**config.mk**
```make
export PLATFORM = sky130hd
export DESIGN_NAME = tt_sweep
export DESIGN_NICKNAME = d
export VERILOG_FILES = /design/src/rtl/tt_pkg.sv /design/src/rtl/tt_vec_gen.sv /design/src/rtl/tt_sweep.sv
export SDC_FILE = /design/constraint.sdc
export NUM_CORES = 1
export LEC_CHECK = 0
export CAP_MARGIN = 5
export CORE_MARGIN = 8
export CORE_UTILIZATION = 49
export CTS_CLUSTER_SIZE = 20
export DETAILED_ROUTE_END_ITERATION = 6
export GPL_ROUTABILITY_DRIVEN = 0
export HOLD_SLACK_MARGIN = 0.06
export PLACE_DENSITY = 0.73
export SLEW_MARGIN = 20
export SYNTH_ARGS = -nofsm -noshare
export SYNTH_HDL_FRONTEND = slang
export SYNTH_SLANG_ARGS = --single-unit
```
**constraint.sdc**
```tcl
create_clock -name clk -period 1.7 [get_ports clk]
set_input_delay 0.17 -clock clk [delete_from_list [all_inputs] [get_ports clk]]
set_output_delay 0.17 -clock clk [all_outputs]
set_load 0.02 [all_outputs]
```
**src/rtl/tt_pkg.sv**
```systemverilog
// Shared types and helpers for the truth-table sweeper.
package tt_pkg;

  typedef enum logic [1:0] {
    IDLE,
    APPLY,
    DONE
  } state_e;

  localparam int unsigned N_ROWS = 8;
  localparam int unsigned IDX_W  = 3;
  localparam int unsigned CNT_W  = 8;

  // Reflected binary Gray code of a 3-bit row index.
  function automatic logic [IDX_W-1:0] gray3(input logic [IDX_W-1:0] idx);
    return idx ^ (idx >> 1);
  endfunction

endpackage

```
**src/rtl/tt_vec_gen.sv**
```systemverilog
// Row index to gate input vector mapping.
// Build option: TT_SWEEP_GRAY_EN selects Gray ordering instead of binary.
module tt_vec_gen
  import tt_pkg::*;
(
  input  logic [IDX_W-1:0] idx_i,
  output logic [IDX_W-1:0] vec_o
);

`ifdef TT_SWEEP_GRAY_EN
  assign vec_o = gray3(idx_i);
`else
  assign vec_o = idx_i;
`endif

endmodule

```
**src/rtl/tt_sweep.sv**
```systemverilog
// Sequential truth-table characterizer for a 3-input combinational gate.
// Build option: TT_SWEEP_GRAY_EN applies the vectors in Gray order.
module tt_sweep
  import tt_pkg::*;
#(
  parameter int unsigned SETTLE_CYCLES = 2,
  parameter logic [7:0]  EXPECTED      = 8'hCC
) (
  input  logic       clk,
  input  logic       rst_n,
  input  logic       start,
  input  logic       dut_out,
  output logic       in1,
  output logic       in2,
  output logic       in3,
  output logic       busy,
  output logic       done,
  output logic [7:0] table_out,
  output logic       match
);

  state_e               state_q;
  logic [IDX_W-1:0]     idx_q;
  logic [CNT_W-1:0]     cnt_q;
  logic [IDX_W-1:0]     vec_q;
  logic [N_ROWS-1:0]    table_q;
  logic                 busy_q;
  logic                 done_q;
  logic                 match_q;

  logic [IDX_W-1:0]     idx_nxt;
  logic [IDX_W-1:0]     vec_nxt;
  logic [N_ROWS-1:0]    table_smp_c;
  logic                 last_c;

  assign idx_nxt = idx_q + IDX_W'(1);
  assign last_c  = (cnt_q == CNT_W'(SETTLE_CYCLES));

  // Vector for the row that follows the one currently applied.
  tt_vec_gen u_vec_gen (
    .idx_i (idx_nxt),
    .vec_o (vec_nxt)
  );

  // Table with the current sample merged in; row 000 lands in the MSB.
  always_comb begin
    table_smp_c          = table_q;
    table_smp_c[~vec_q]  = dut_out;
  end

  // Sweep FSM, settle counter and captured table.
  always_ff @(posedge clk) begin
    if (!rst_n) begin
      state_q <= IDLE;
      idx_q   <= '0;
      cnt_q   <= '0;
      vec_q   <= '0;
      table_q <= '0;
      busy_q  <= 1'b0;
      done_q  <= 1'b0;
      match_q <= 1'b0;
    end else begin
      done_q <= 1'b0;
      case (state_q)
        IDLE: begin
          if (start) begin
            state_q <= APPLY;
            idx_q   <= '0;
            cnt_q   <= '0;
            vec_q   <= '0;
            table_q <= '0;
            match_q <= 1'b0;
            busy_q  <= 1'b1;
          end
        end
        APPLY: begin
          if (last_c) begin
            table_q <= table_smp_c;
            if (idx_q == IDX_W'(N_ROWS - 1)) begin
              state_q <= DONE;
              busy_q  <= 1'b0;
              done_q  <= 1'b1;
              vec_q   <= '0;
              match_q <= (table_smp_c == EXPECTED);
            end else begin
              idx_q <= idx_nxt;
              cnt_q <= '0;
              vec_q <= vec_nxt;
            end
          end else begin
            cnt_q <= cnt_q + CNT_W'(1);
          end
        end
        DONE: begin
          state_q <= IDLE;
        end
        default: begin
          state_q <= IDLE;
          busy_q  <= 1'b0;
          vec_q   <= '0;
        end
      endcase
    end
  end

  assign {in1, in2, in3} = vec_q;
  assign busy            = busy_q;
  assign done            = done_q;
  assign table_out       = table_q;
  assign match           = match_q;

endmodule

```
After elaboration in Yosys (flattened, before gate mapping)
Cells that the tools add are included.
- register bits after elaboration: 27
- word-level logic and storage cells: 64
- output and inout bits: 14
- bits of input ports: 4
- add/sub/neg operators: 2
- $lt $le $gt $ge: 2
- reduce and logical (&&, ||, !) cells: 11
- bitwise operators: 2
- equal/unequal tests: 10
- mux-type cells: 29
- operators with widths (cell ; count):
    2-to-1 mux 8 bit ; 4
    one-hot mux 8 bit (2 select lines) ; 2
    2-to-1 mux 3 bit ; 5
    AND reduction 3 bit ; 5
    AND reduction 4 bit ; 3
    one-hot mux 3 bit (3 select lines) ; 1
    adder 8 x 1 -> 8 bit (second input constant) ; 1
    bitwise mux 8 bit ; 1
    == test 8 x 2 -> 1 bit (second input constant) ; 1
    == test 8 bit (second input constant) ; 1
    2-to-1 mux 1 bit ; 8
    != test 2 bit (second input constant) ; 4
    2-to-1 mux 2 bit ; 3
    one-hot mux 3 bit (2 select lines) ; 1
    less-than comparator 3 x 4 -> 1 bit (second input constant) ; 1
    one-hot mux 2 bit (2 select lines) ; 1
    adder 3 x 1 -> 3 bit (second input constant) ; 1
    demux 1 bit (select 3 bit) ; 1
    == test 3 bit (second input constant) ; 1
    greater-or-equal comparator 3 x 1 -> 1 bit (second input constant) ; 1
    != test 3 bit (second input constant) ; 1
    NOT 3 bit ; 1
    one-hot mux 1 bit (3 select lines) ; 1
    == test 2 x 1 -> 1 bit (second input constant) ; 1
    other kinds (6) ; 6

Longest topological paths before layout
- word-level depth: 10
- depth in mapped cells: 7

By module
Synthesis repeated with hierarchy kept, for this count alone.
- cell total of the unflattened synthesis: 185
- area, all modules: 1547.7 um^2
- by module, submodules not included (module ; instances ; cells an instance ; area an instance (um^2) ; sequential area each (um^2)):
    tt_sweep ; 1 ; 182 ; 1525.2 ; 540.5
    tt_vec_gen ; 1 ; 3 ; 22.5 ; 0.0

Worst setup path before layout
Ideal clock, no wire load.
- path type: flip-flop to flip-flop
- start point: reg cnt_q[0]
- end point: reg cnt_q[2]
- data arrival time: 1.649 ns
- setup slack: -0.091 ns
- cell stages (with the launch flop): 8
- path through: dfxtp_1 > inv_1 > ha_1 > or4b_1 > buf_2 > nor4_4 > or3_1 > a21oi_1
- word-level cells in the longest chain between the ends: 3
- RTL lines (what ; RTL line ; text):
    start: declaration ; tt_sweep.sv:24 ; logic [CNT_W-1:0] cnt_q;
    start signal: assignment ; tt_sweep.sv:91 ; cnt_q <= cnt_q + CNT_W'(1);
    adder 8 x 1 -> 8 bit / == test 8 x 2 -> 1 bit (equally long branches) ; tt_sweep.sv:91, tt_sweep.sv:37 ;
    2-to-1 mux 8 bit / != test 3 bit (equally long branches) ; -- ;
    one-hot mux 8 bit (2 select lines) / AND reduction 3 bit (equally long branches) ; -- ;
Parallel ways exist; a longest one is shown, timed or not.
A chain may end at the register's enable or synchronous reset.

Final worst setup path
- start point: reg cnt_q[0]
- end point: reg cnt_q[0]
The elaborated chain is that of the path after synthesis.

==> results.tsv <==
metric	value	unit
crit share post-route	100.7	%
Worst Path Class, Setup	flip-flop to flip-flop	
Core Area	2953	sq um
Worst setup EP type	flip-flop	
# IOs	18	
worst slack, placed	-0.1598	ns
post-synthesis cell area	1469	sq um
initial antenna violation count	0	
pin count of the biggest net entering global routing	15	
Synthesized Nets	177	
Initial Utilization	49.75	%
Synth top area share	36.80	%
outcome	finished, violations left	
Leakage	0.7180	nW
FF-to-FF End	cnt_q[0]$_SDFFE_PN0P_	
failing checks	negative setup slack	
first drt pass iteration count	4	
Synth Instances	169	
root buffer cell	clkbuf_4	
share of flip-flops with an asynchronous set or reset after synthesis	0	%
clock latency at the later pin of the worst-skew pair	0.32	ns
Area growth syn-to-layout	34.75	%
clk_skew	0.007366	ns
DIE AREA	5006	sq um
crit-path leading delay family	simple AND/OR/NAND/NOR gates	
layout cell share with drive strength beyond 1	30.19	%
r2r worst-path depth	7	
CP Data Arrival Time	1.97	ns
cts hold-fix bufs	0	
final WL	4061	um
Final HPWL DP	3133	um
first-pass GRT wire length	6975	um
number of global-route vias before repair	1517	
Max-slew headroom	69.08	%
Antenna diodes	0	
CTS Buf Count	3	
worst hold path class	flip-flop to flip-flop	
clk slew on worst S/H paths	0.14	ns
top cells by count, synth	dfxtp_1 (27), a21oi_1 (13), nor2_1 (11)	
RSZ-0062 raised after global routing	true	
endpoints failing setup	2	
CP Launch Type	flip-flop	
Hold EP	idx_q[1]$_SDFFE_PN0P_	
crit-path cells	inv_2, ha_4, or4b_4, nor4_4, buf_6, o21ai_2, a21oi_1	
Yosys reg bits	27	
Synth area leaders	dfxtp_1 (37%), a21oi_1 (4.4%), ha_1 (3.4%)	
GRT Total Usage	16.72	%
syn_area_per_cell	8.692	sq um
WP buf/inv	2	
clock tree buffer depth	2	
Tmin final	1.711	ns
Max Slew Vio Count	0	
worst IR drop on VDD	0.3560	mV
DIE WIDTH	70.75	um
die height	70.75	um
clock sinks	27	
post-synthesis cell type count	48	
WL/cell	16.58	um
input/output buffers	17	
CTS H-Tree Depth	1	
Crit-path slowest cell	or4b_4	
worst path required time	1.96	ns
hold slack	0.5073	ns
CTS tree	done	
Final Hold Vio Count	0	
Final #Nets	221	
Avg Vias per Cell	6.176	
worst hold stages	1	
f_max	584.3	MHz
launching point of the worst reg2reg path	cnt_q[0]$_SDFFE_PN0P_	
post-route cell area	1979	sq um
Least-Margin Pin Slew	0.4633	ns
sequential share of the synthesized area	36.80	%
DP Area	1859	sq um
antenna viol nets, final	0	
Rows	20	
Min-Delay Startpoint	idx_q[1]$_SDFFE_PN0P_	
PwrDens	551.0	nW/um^2
Crit Path Max Fanout	6	
r2r setup slk	-0.01	ns
Post-route DRC	0	
post-route setup slack	-0.01141	ns
EDFF count, synth	0	
cell type with the largest total area after synthesis	dfxtp_1	
initial drt markers	64	
via count	1513	
most common cell in the netlist	dfxtp_1	
Largest stage delay, worst path	0.54	ns
GRT overflow	0	
max_cap viols	0	
ys flop type	dfxtp_1	
Synth warnings	0	
per-stage QoR:
| stage | cells | TNS, ns | total power, mW | utilization, % |
|---|---|---|---|---|
| after floorplan | 169 | 0 | 0.7375 | - |
| after global placement | 239 | -0.1413 | 0.8024 | 62.97 |
| after detailed placement | 239 | -0.9138 | 0.8077 | 62.97 |
| after CTS | 245 | -0.2066 | 1.084 | 65.30 |
| after global routing | 245 | -0.5782 | 1.133 | 67.03 |
| final | 245 | -0.01773 | 1.091 | 67.03 |
per-layer routing:
| layer | up-vias | global-route usage [%] | wire, um |
|---|---|---|---|
| met5 | - | 0 | 0 |
| li1 | 725 | - | - |
| met2 | 44 | 31.20 | 2142 |
| met3 | 12 | 3.390 | 195 |
| met4 | 0 | 6.467 | 59 |
| met1 | 732 | 17.82 | 1663 |
kinds of logic after synthesis:
logic type	after synthesis	share of synthesized area, %
and+or+nand+nor	67	27.60
AOI/OAI and AO/OA	52	24.45
DFF	27	36.80
buffers and inverters	12	3.151
xor gates and xnor gates	4	2.385
adders and majority gates	4	3.407
muxes	3	2.215
registers in the layout (all words and copies together), names as in the netlist:
signal     flops
state_q        2
cnt_q          8
vec_q          3
idx_q          3
busy           1
table_out      8
done           1
match          1
worst max-delay path by stage:
stage	start	endpoint	cells past startpoint
after CTS	cnt_q[0]$_SDFFE_PN0P_	cnt_q[2]$_SDFFE_PN0P_	8
final	cnt_q[0]$_SDFFE_PN0P_	cnt_q[0]$_SDFFE_PN0P_	7
after floorplan	idx_q[0]$_SDFFE_PN0P_	idx_q[0]$_SDFFE_PN0P_	6
after global routing	cnt_q[0]$_SDFFE_PN0P_	match$_SDFFE_PN0P_	6
after global placement	cnt_q[0]$_SDFFE_PN0P_	cnt_q[6]$_SDFFE_PN0P_	7
after detailed placement	cnt_q[0]$_SDFFE_PN0P_	cnt_q[6]$_SDFFE_PN0P_	7
cell usage in the layout, fill, tap and decap left out, types with 2 or more instances in the layout:
cell type,instances
a32o_1,2
nand3_1,8
xnor2_1,3
nor2_1,11
clkbuf_4,3
dfxtp_2,2
nand2_1,9
o21bai_1,2
o211ai_1,6
or3b_2,2
and3_1,3
a21oi_2,4
nor4_4,2
inv_2,2
o311ai_1,2
ha_1,3
clkdlybuf4s50_1,16
buf_4,29
o21ai_1,3
o21a_1,2
nand4_1,4
a21oi_1,9
dfxtp_1,25
or3_1,2
o21ai_0,5
inv_1,2
o21ai_2,4
nor2b_1,3
or2_2,3
mux2_2,2
nor3_1,7
nand3b_1,2
nand2b_1,3
a31oi_1,2
area by class of cell:
class | count | area, sq um
Tap cell | 33 | 41.29
Sequential cell | 27 | 543.0
Inverter | 4 | 15.01
Timing Repair Buffer | 47 | 401.6
Multi-Input combinational cell | 130 | 952.2
Clock buffer | 4 | 26.28
Fill cell | 271 | 973.4
power breakdown:
group | total, mW | switching [mW] | internal (mW)
Combinational | 0.164 | 0.0906 | 0.0733
Sequential | 0.650 | 0.00852 | 0.642
Clock | 0.277 | 0.185 | 0.0918
repair_timing:
item,in CTS,in global routing
setup endpoints to repair,20,23
pin swaps,5,6
setup buffers,2,1
resized for setup,11,17
No activity file was read; power rests on OpenSTA's default activity.
